`src/rtl/alu_iter.sv`:
```
// alu_iter: multi-cycle ALU that processes the operands SLICE bits per clock,
// carrying between chunks through a register, then publishes results in FIN.
module alu_iter #(
    parameter int WIDTH = 32,
    parameter int SLICE = 8
) (
    input  logic             clk_i,
    input  logic             rst_n,
    input  logic             start_i,
    input  logic [WIDTH-1:0] src1_i,
    input  logic [WIDTH-1:0] src2_i,
    input  logic [3:0]       op_i,
    input  logic [2:0]       comp_i,
    output logic             busy_o,
    output logic             done_o,
    output logic [WIDTH-1:0] result_o,
    output logic             zero_o,
    output logic             cout_o,
    output logic             overflow_o
);

    localparam int N  = WIDTH / SLICE;
    localparam int CW = (N > 1) ? $clog2(N) : 1;
    localparam logic [CW-1:0] K_LAST = CW'(N - 1);

    localparam logic [3:0] OP_AND = 4'b0000;
    localparam logic [3:0] OP_OR  = 4'b0001;
    localparam logic [3:0] OP_ADD = 4'b0010;
    localparam logic [3:0] OP_SUB = 4'b0110;
    localparam logic [3:0] OP_NOR = 4'b1100;
    localparam logic [3:0] OP_CMP = 4'b0111;

    localparam logic [2:0] CMP_SLT = 3'b000;
    localparam logic [2:0] CMP_SGT = 3'b001;
    localparam logic [2:0] CMP_SLE = 3'b010;
    localparam logic [2:0] CMP_SGE = 3'b011;
    localparam logic [2:0] CMP_SEQ = 3'b110;
    localparam logic [2:0] CMP_SNE = 3'b100;

    typedef enum logic [1:0] {S_IDLE, S_RUN, S_FIN} state_e;

    state_e           state_q;
    logic [WIDTH-1:0] a_q, b_q, res_q;
    logic [3:0]       op_q;
    logic [2:0]       comp_q;
    logic [CW-1:0]    k_q;
    logic             carry_q;
    logic             busy_q, done_q, zero_q, cout_q, ovf_q;
    logic [WIDTH-1:0] result_q;

    logic             is_sub;
    logic [SLICE-1:0] a_ch, b_ch, b_eff, chunk_res;
    logic [SLICE:0]   sum_ch;
    logic [WIDTH-1:0] res_d, fin_res_d;
    logic             ovf_d, less, equal, flag, cmp_ok, fin_cout_d, fin_ovf_d;

    always_comb begin
        // NOTE: every combinational output gets a default first so no path can infer a latch.
        is_sub    = (op_q == OP_SUB) || (op_q == OP_CMP);
        a_ch      = a_q[k_q*SLICE +: SLICE];
        b_ch      = b_q[k_q*SLICE +: SLICE];
        b_eff     = is_sub ? ~b_ch : b_ch;
        sum_ch    = {1'b0, a_ch} + {1'b0, b_eff} + (SLICE+1)'(carry_q);

        case (op_q)
            OP_AND:  chunk_res = a_ch & b_ch;
            OP_OR:   chunk_res = a_ch | b_ch;
            OP_NOR:  chunk_res = ~(a_ch | b_ch);
            default: chunk_res = sum_ch[SLICE-1:0];
        endcase

        res_d = res_q;
        res_d[k_q*SLICE +: SLICE] = chunk_res;

        // Same-sign inputs with a differently signed sum: carry-in and carry-out of the MSB differ.
        ovf_d = (a_ch[SLICE-1] == b_eff[SLICE-1]) && (sum_ch[SLICE-1] != a_ch[SLICE-1]);
        less  = res_d[WIDTH-1] ^ ovf_d;
        equal = (res_d == '0);

        flag   = 1'b0;
        cmp_ok = 1'b1;
        case (comp_q)
            CMP_SLT: flag = less;
            CMP_SGT: flag = ~less & ~equal;
            CMP_SLE: flag = less | equal;
            CMP_SGE: flag = ~less;
            CMP_SEQ: flag = equal;
            CMP_SNE: flag = ~equal;
            default: cmp_ok = 1'b0;
        endcase

        fin_res_d  = '0;
        fin_cout_d = 1'b0;
        fin_ovf_d  = 1'b0;
        case (op_q)
            OP_AND, OP_OR, OP_NOR: fin_res_d = res_d;
            OP_ADD, OP_SUB: begin
                fin_res_d  = res_d;
                fin_cout_d = sum_ch[SLICE];
                fin_ovf_d  = ovf_d;
            end
            OP_CMP: begin
                if (cmp_ok) begin
                    fin_res_d  = {{(WIDTH-1){1'b0}}, flag};
                    fin_cout_d = sum_ch[SLICE];
                    fin_ovf_d  = ovf_d;
                end
            end
            default: ;
        endcase
    end

    always_ff @(posedge clk_i or negedge rst_n) begin
        if (!rst_n) begin
            state_q  <= S_IDLE;
            a_q      <= '0;
            b_q      <= '0;
            res_q    <= '0;
            op_q     <= '0;
            comp_q   <= '0;
            k_q      <= '0;
            carry_q  <= 1'b0;
            busy_q   <= 1'b0;
            done_q   <= 1'b0;
            result_q <= '0;
            zero_q   <= 1'b1;
            cout_q   <= 1'b0;
            ovf_q    <= 1'b0;
        end else begin
            // NOTE: non-blocking assignments so every register samples pre-edge values.
            done_q <= 1'b0;
            case (state_q)
                S_IDLE: begin
                    if (start_i) begin
                        a_q     <= src1_i;
                        b_q     <= src2_i;
                        op_q    <= op_i;
                        comp_q  <= comp_i;
                        k_q     <= '0;
                        carry_q <= (op_i == OP_SUB) || (op_i == OP_CMP);
                        busy_q  <= 1'b1;
                        state_q <= S_RUN;
                    end
                end
                S_RUN: begin
                    res_q   <= res_d;
                    carry_q <= sum_ch[SLICE];
                    if (k_q == K_LAST) begin
                        k_q      <= '0;
                        state_q  <= S_FIN;
                        result_q <= fin_res_d;
                        zero_q   <= (fin_res_d == '0);
                        cout_q   <= fin_cout_d;
                        ovf_q    <= fin_ovf_d;
                        done_q   <= 1'b1;
                    end else begin
                        k_q <= k_q + 1'b1;
                    end
                end
                default: begin
                    busy_q  <= 1'b0;
                    state_q <= S_IDLE;
                end
            endcase
        end
    end

    assign busy_o     = busy_q;
    assign done_o     = done_q;
    assign result_o   = result_q;
    assign zero_o     = zero_q;
    assign cout_o     = cout_q;
    assign overflow_o = ovf_q;

endmodule

```
`config.mk`:
```
export PLATFORM = sky130hd
export DESIGN_NAME = alu_iter
export DESIGN_NICKNAME = d
export VERILOG_FILES = /design/src/rtl/alu_iter.sv
export SDC_FILE = /design/constraint.sdc
export NUM_CORES = 1
export LEC_CHECK = 0
export BUFFER_PORTS_ARGS = -buffer_cell sky130_fd_sc_hd__buf_2
export CAP_MARGIN = 20
export CORE_AREA = 2 2 161 124
export CTS_CLUSTER_DIAMETER = 40
export DETAILED_ROUTE_END_ITERATION = 7
export DIE_AREA = 0 0 163 126
export HOLD_SLACK_MARGIN = 0.1
export PLACE_DENSITY = 0.7
export SETUP_SLACK_MARGIN = 0.2
export SLEW_MARGIN = 0
export SYNTH_ARGS = -nofsm -noshare
export SYNTH_HDL_FRONTEND = slang
export SYNTH_SLANG_ARGS = --single-unit
```
`constraint.sdc`:
```
create_clock -name clk_i -period 5.45 [get_ports clk_i]
set_clock_uncertainty 0.2 [all_clocks]
set_input_delay 0.2725 -clock clk_i [delete_from_list [all_inputs] [get_ports clk_i]]
set_output_delay 0.2725 -clock clk_i [all_outputs]
set_load 0.02 [all_outputs]
```
Word-level counts from Yosys, hierarchy flattened
Index checks and enable logic that the tools add are counted.

Register bits after elaboration: 145. Output and inout port bits: 37.

$add $sub $neg: 4. Equality and inequality tests: 18. Shifts and indexed selects: 4. Mux-type cells: 23. Bitwise logic cells: 10. Reductions and logical operators: 17.

Operators by type and width (count): zero test 32 bit (2); one-hot mux 32 bit (2 select lines) (1); variable part select 32 x 6 -> 8 bit (2); negator 5 -> 34 bit (1); variable shift 8 x 34 -> 32 bit (first input constant) (1); variable part select 8 x 34 -> 32 bit (1); bitwise mux 32 bit (1); one-hot mux 8 bit (3 select lines) (1); equality test 4 x 3 -> 1 bit (second input constant) (4); inverter 8 bit (2); AND reduction 2 bit (5); adder 8 x 8 -> 9 bit (1); adder 9 x 1 -> 9 bit (1); bitwise AND 8 bit (1); 2-to-1 mux 1 bit (8); 2-to-1 mux 2 bit (4); 2-to-1 mux 8 bit (1); OR 8 bit (1); one-hot mux 1 bit (2 select lines) (4); one-hot mux 2 bit (2 select lines) (2); equality test 3 x 2 -> 1 bit (second input constant) (2); equality test 3 bit (second input constant) (2); one-hot mux 1 bit (6 select lines) (1); OR reduction 6 bit (1); 22 further kinds (26).

Logic depth before layout (Yosys ltp)
Gate-level depths: netlist (run 1).

Depth in word-level cells: 15. Mapped depth: 16.

Worst setup path before layout (run 1)
Ideal clock, no wire load.

Kind: reg-to-reg. Start point: register k_q[0]. End point: register result_q[0], in the netlist result_o[0]. Library setup time: 126 ps. Data arrival time: 4126 ps. Data required time: 5124 ps. Slack: 998 ps. Cell stages (with the launch flop): 15. Path buffers: 1. Cell sequence: dfrtp_1 buf_6 mux4_1 xnor2_1 fa_1 fa_1 nand2b_1 a21oi_1 o22ai_1 mux2i_1 or2_2 a221o_1 nor4_4 a211oi_1 o32a_1.

Word-level cells in the longest chain between the ends: 14.

Ends and longest elaborated chain: start, declared (RTL line 46) `logic [CW-1:0] k_q;`; start signal, assigned (RTL line 157) `k_q <= k_q + 1'b1;`; variable part select 32 x 6 -> 8 bit (RTL line 61) `b_ch = b_q[k_q*SLICE +: SLICE];`; inverter 8 bit (RTL line 62) `b_eff = is_sub ? ~b_ch : b_ch;`; 2-to-1 mux 8 bit (RTL line 62); adder 8 x 8 -> 9 bit (RTL line 63) `sum_ch = {1'b0, a_ch} + {1'b0, b_eff} + (SLICE+1)'(carry_q);`; adder 9 x 1 -> 9 bit (RTL line 63); one-hot mux 8 bit (3 select lines) (RTL line 65) `case (op_q)`; variable part select 8 x 34 -> 32 bit (RTL line 73) `res_d[k_q*SLICE +: SLICE] = chunk_res;`; bitwise mux 32 bit (RTL line 73); zero test 32 bit / XOR 1 bit (equally long branches) (RTL line 78, 77); inverter 1 bit (on tied branches) (RTL line 84, 88, 86); bitwise AND 1 bit (RTL line 84) `CMP_SGT: flag = ~less & ~equal;`; one-hot mux 1 bit (6 select lines) (RTL line 82) `case (comp_q)`; 2-to-1 mux 1 bit (RTL line 103) `if (cmp_ok) begin`; one-hot mux 32 bit (2 select lines) (RTL line 95) `case (op_q)`; end signal, assigned (RTL line 151) `result_q <= fin_res_d;`; end, declared (RTL line 49) `logic [WIDTH-1:0] result_q;`.

Several ways; a longest one is shown, not always the timed one. A chain may end at the register's enable or synchronous reset.

Final worst setup path (run 1)
Start point: register k_q[1]. End point: register result_q[0], in the netlist result_o[0].

The elaborated chain is that of the path after synthesis.

==> results of run 1 <==
-- logic make-up (layout without fill, tap and decap cells) --
group | Yosys count | after routing | synth area share, %
multiplexers | 93 | 93 | 17.0
adder cells (fa/ha/maj) | 18 | 18 | 3.18
AND/OR/NAND/NOR | 190 | 190 | 12.2
buffers and inverters | 49 | 245 | 2.71
AO/OA/AOI/OAI | 158 | 158 | 14.5
XOR/XNOR | 14 | 14 | 1.65
flip-flops | 145 | 145 | 48.8
-- cell usage after synthesis, types with 3 or more instances --
library cell / number / area [um2]
a211oi_1: 4 / 30.0
a21oi_1: 18 / 90.1
a22o_1: 20 / 175
a22oi_1: 10 / 75.1
a2bb2oi_1: 6 / 52.6
a31oi_1: 5 / 31.3
and2_1: 3 / 18.8
clkbuf_1: 27 / 101
dfrtp_1: 144 / 3600
ha_1: 13 / 163
inv_1: 15 / 56.3
maj3_2: 3 / 33.8
mux2_2: 70 / 788
mux2i_1: 4 / 40.0
mux4_2: 17 / 383
nand2_1: 80 / 300
nand2b_1: 6 / 37.5
nand3_1: 5 / 25.0
nand4bb_1: 3 / 33.8
nor2_1: 46 / 173
nor2b_1: 10 / 62.6
nor3_1: 10 / 50.1
nor3b_1: 4 / 30.0
nor4_1: 5 / 31.3
o21ai_0: 58 / 290
o22ai_1: 8 / 50.1
or2_2: 4 / 25.0
or3_1: 4 / 25.0
xnor2_1: 6 / 52.6
xor2_1: 8 / 70.1
-- metal layers --
metal / global-route usage, % / vias up
met5: 0 / -
li1: - / 2810
met2: 31.2 / 254
met1: 30.4 / 3007
met4: 7.18 / 0
met3: 4.74 / 32
-- sequential cells by signal, indices dropped and copies added, names as in the netlist, 2 cells and up --
| register | cells |
|---|---|
| op_q | 4 |
| k_q | 2 |
| a_q | 32 |
| res_q | 32 |
| state_q | 2 |
| comp_q | 3 |
| b_q | 32 |
| result_o | 32 |
-- final cells by class --
type / instances / area, um2 / area share, %
Clock buffer: 20 / 447 / 4.62
Clock inverter: 12 / 203 / 2.10
Inverter: 17 / 63.8 / 0.660
Multi-Input combinational cell: 473 / 3610 / 37.4
Sequential cell: 145 / 3630 / 37.5
Tap cell: 253 / 317 / 3.27
Timing Repair Buffer: 196 / 1400 / 14.5
-- stage by stage --
step                hold WS [ps]  cell area, um2  setup slack, ps
global route                 308            9670              606
finish                       244            9670              854
global placement             163            8270              987
floorplan                   -223            7440              998
detailed placement           163            8270              889
CTS                          272            9650              868
-- repair_timing --
| item | 4_1_cts | 5_1_grt |
|---|---|---|
| hold buffers | 73 | 0 |
| gates resized for setup | 0 | 0 |
| hold endpoints to repair | 152 | 0 |
-- cells in the final DEF (no fill, tap or decap), types with 3 or more instances in the layout --
master,count
dfrtp_1,144
buf_2,110
nand2_1,80
dlygate4sd3_1,73
mux2_2,70
o21ai_0,58
nor2_1,46
a22o_1,20
a21oi_1,18
mux4_2,17
clkbuf_16,17
inv_1,15
ha_1,13
nor2b_1,10
nor3_1,10
a22oi_1,10
buf_4,10
xor2_1,8
o22ai_1,8
xnor2_1,6
nand2b_1,6
a2bb2oi_1,6
nand3_1,5
nor4_1,5
a31oi_1,5
bufinv_16,5
a211oi_1,4
or3_1,4
mux2i_1,4
or2_2,4
and2_1,3
maj3_2,3
nand4bb_1,3
nor3b_1,3
inv_6,3
-- worst paths after layout --
path | start | end | depth (start not counted)
worst max-delay path | k_q[1] | result_o[0] | 14
worst min-delay path | rst_n | a_q[9] | 2
worst max register to register | k_q[1] | result_o[0] | 14
worst min register to register | result_o[5] | result_o[5] | 2
max in group asynchronous | rst_n | done_o | 3
min in group clk_i | result_o[5] | result_o[5] | 2
==> run metrics, run 1 <==
final-report setup violation count 0; Worst-Skew Late Latency ~430 ps; WP buf/inv 2; Crit path max-delay family compound AO/OA/AOI/OAI gates; syn avg cell area between 10 and 15 um2; clock transition at the registers of the reported paths roughly 60 ps; Crit Path Class flop to flop; CP Cell Sequence buf_4 > mux4_2 > inv_1 > fa_1 > fa_1 > nand2b_1 > a21oi_1 > o22ai_1 > mux2i_1 > or2_2 > a221o_1 > nor4_4 > a211oi_1 > o32a_1; DRT iter0 DRCs 537; DR WL met2 9100 um; crit path max fanout 18; Post-CTS Setup Bufs 0; crit path DAT 4710 ps; Final Slew Violations 0; detailed-router iteration count before antenna repair 5; core area around 0.019 mm2; gpl congestion 0.923; Synth Instances ~670; synthesized cell area around 0.0074 mm2; global-route wire length before repair about 33000 um; Worst Max-Slew Pin Slew 868 ps; DR WL/cell 18.4 um; die area between 0.02 and 0.025 mm2; CP peak stage delay between 500 and 600 ps; DPL Wire Length 14200 um; setup TNS 0 ps; Root Driver clkbuf_16; Fill cells about 1.7k; Tcrit/Tclk final between 80% and 90%; drc violations 0; Synth Warn # 0; Hold WC Path Type input port to asynchronous set/reset pin; Rel. slew slack a little over two fifths; Layout area overhead 30.0%; status finished clean; Util after Layout ~51%; Vias/cell 5.47; Seq cells post-synth between 100 and 150; Die Ht ~130 um; setup slack, reg-to-reg between 800 and 900 ps; Detail Route Antenna Nets 0; Final Hold Viols 0; pin count of the biggest net entering global routing 82; TritonCTS Buffers 17; total track usage 21.0%; wire length on met3 ~1500 um; CTS tree built; Worst Setup Start Kind flop; FP Rows 44; ANT cells 0; Max Cap Violations 0; distinct cell type count after synthesis slightly below 70; Initial Util 39.2%; M1 wire length between 9000 and 10000 um; Synth Net Count about 760; I/O Buffers between 100 and 150; Req. time, crit path approximately 5600 ps; CTS sink count approximately 150; Finished Layout Cells roughly 1.1k; Seq/Total Area, Yosys roughly half; Max clock buf depth 2; drt total wl ~20000 um; Top Layer Used met4; Max Fclk roughly 0.22 GHz; GRT overflow 0; Ports between 100 and 150; H-tree levels 4; critical path's slowest cell dfrtp_1; Most common cell on crit path fa_1; layout cell share with drive strength beyond 1 between 30% and 40%; EDFF count, synth 0; Cells after DPL 1009; vias after detailed routing a little over 6k; vias in the first global route just over 6k; Die Span X 163 um; leading register cell type out of synthesis dfrtp_1; initial antenna violation count 0; Critical Path End Type flop; share of flip-flops with an asynchronous set or reset 100%; Nets 939; unrepaired setup endpoints after global routing no; min Tclk post-route about 4600 ps
Power of run 1 is not shown: default switching activity piles up to over one toggle a cycle in this logic, so the estimate is an artifact.
==> run 2: changes to the inputs <==
--- a/config.mk
+++ b/config.mk
@@ -12,7 +12,7 @@
 export DETAILED_ROUTE_END_ITERATION = 7
 export DIE_AREA = 0 0 163 126
 export HOLD_SLACK_MARGIN = 0.1
-export PLACE_DENSITY = 0.7
+export PLACE_DENSITY = 0.72
 export SETUP_SLACK_MARGIN = 0.2
 export SLEW_MARGIN = 0
 export SYNTH_ARGS = -nofsm -noshare
==> constraint.sdc (replaced) <==
create_clock -name clk_i -period 3.9 [get_ports clk_i]
set_clock_uncertainty 0.2 [all_clocks]
set_input_delay 0.195 -clock clk_i [delete_from_list [all_inputs] [get_ports clk_i]]
set_output_delay 0.195 -clock clk_i [all_outputs]
set_load 0.02 [all_outputs]
==> run 2 against run 1 <==
Net effect: the run now ends with negative setup slack left; worst setup slack got worse by 1000 ps; via count increased by 3.6%; flip-flop and latch count unchanged; cell count increased by 5.2%.
==> run metrics, run 2 (synthesis gave the netlist of run 1 again) <==
H-tree levels 4 (unchanged); CP Cell Sequence mux4_2 > xnor2_2 > fa_2 > fa_2 > nand2b_4 > a21oi_4 > o22ai_2 > mux2i_1 > or2_4 > a221o_1 > nor4_4 > a211oi_2 > o32a_1; min Tclk post-route 4090 ps (-502 ps); TritonCTS Buffers 17 (unchanged); Final Hold Viols 0 (unchanged); DR WL/cell 18.5 um (+0.69%); Max Fclk 0.244 GHz (+12%); drc violations 0 (unchanged); core area 0.0190 mm2 (unchanged); Vias/cell 5.39 (-1.5%); setup slack, reg-to-reg -190 ps (-1050 ps); detailed-router iteration count before antenna repair 5 (unchanged); Crit Path Class flop to flop; status finished with violations; Initial Util 39.2% (unchanged); DPL Wire Length 15100 um (+6.8%); commonest cells after routing, fill and taps aside 144 x dfrtp_1, 109 x buf_2, 80 x nand2_1; unrepaired setup endpoints after global routing yes; Layout area overhead 35.9%; vias in the first global route 6447 (+4.2%); Reg2Reg Depth 13 (-1); Ports 111 (unchanged); I/O Buffers 110 (unchanged); CTS tree built; gpl congestion 0.946 (+2.5%); total track usage 22.2% (+1.2 points); Worst-Skew Late Latency 440 ps (about the same); Hold WC Path Type input port to asynchronous set/reset pin; Worst Max-Slew Pin Slew 838 ps (-30.6 ps); Req. time, crit path 4020 ps (-1540 ps); Detail Route Antenna Nets 0 (unchanged); final hold slack 173 ps (-70.7 ps); failing checks negative setup slack; end of the worst register-to-register path result_o[0]; reg-to-reg startpoint k_q[0]; Rel. slew slack 44.0% (+2.0 points); final-report setup violation count 2 (+2); layout cell share with drive strength beyond 1 36.4% (+6.4 points); CP peak stage delay 570 ps (-20 ps); GRT overflow 0 (unchanged); final worst slack -194 ps (-1050 ps); Most common cell on crit path fa_2; crit path max fanout 3 (-15); Util after Layout 53.2% (+2.3 points); Die Span X 163 um (unchanged); Worst Setup Start Kind flop; initial antenna violation count 0 (unchanged); Final Slew Violations 0 (unchanged); Die Ht 126 um (unchanged); Crit path max-delay family compound AO/OA/AOI/OAI gates; global-route wire length before repair 35100 um (+5.6%); pin count of the biggest net entering global routing 84 (+2.4%); crit path DAT 4220 ps (-490 ps); Nets 997 (+6.2%); WP buf/inv 0 (-2); Max Cap Violations 0 (unchanged); most common cell after layout, fill and taps aside dfrtp_1; DRT iter0 DRCs 580 (+8.0%); drt total wl 21700 um (+5.9%); Tcrit/Tclk final 105% (+21 points); clock transition at the registers of the reported paths 70 ps (about the same); critical path's slowest cell mux4_2; Max clock buf depth 2 (unchanged); Root Driver clkbuf_16; FP Rows 44 (unchanged); ANT cells 0 (unchanged); die area 0.0205 mm2 (unchanged); CTS sink count 145 (unchanged); vias after detailed routing 6325 (+3.6%); Critical Path End Type flop
## run 2: worst max path at each step
stage,startpoint,endpoint,cells after the start
after global routing,k_q[0],zero_o,13
final,k_q[0],result_o[0],13
after floorplan,k_q[0],result_o[0],14
after global placement,k_q[0],result_o[0],13
after CTS,k_q[0],result_o[0],13
after detailed placement,k_q[0],result_o[0],13
## run 2: timing repair
action	in CTS	in global routing
hold endpoints to repair	154	0
pin swaps	8	1
setup buffers	2	0
gates cloned	0	0
hold buffers	73	0
endpoints found under the setup margin	2	5
resized for setup	8	5
## run 2: metrics by stage
stage          worst slack, ps  TNS [ps]  std cells  cell area [um2]
4_1_cts                   -178      -332       1174            10100
5_1_grt                   -340      -658       1174            10100
3_5_place_dp              -230      -430       1067             8740
6_report                  -194      -360       1174            10100
3_3_place_gp              -122      -212       1067             8740
2_1_floorplan             -220      -395        667             7470
## run 2: metal layers
| layer | up-vias | share of wire [%] | global-route usage [%] | wire (um) |
|---|---|---|---|---|
| li1 | 2932 | - | - | - |
| met2 | 247 | 43 | 31.8 | 9350 |
| met5 | - | 0 | 0 | 0 |
| met1 | 3119 | 48 | 33.0 | 10500 |
| met4 | 0 | 1.7 | 7.29 | 365 |
| met3 | 27 | 7.0 | 5.30 | 1520 |
## run 2: cell type report
type                            count  area (um2)
Sequential cell                   145        3630
Tap cell                          253         317
Timing Repair Buffer              254        1840
Fill cell                        1661        8880
Clock inverter                     15         143
Inverter                           17        63.8
Clock buffer                       17         425
Multi-Input combinational cell    473        3690
Power of run 2 is left out for the same reason.
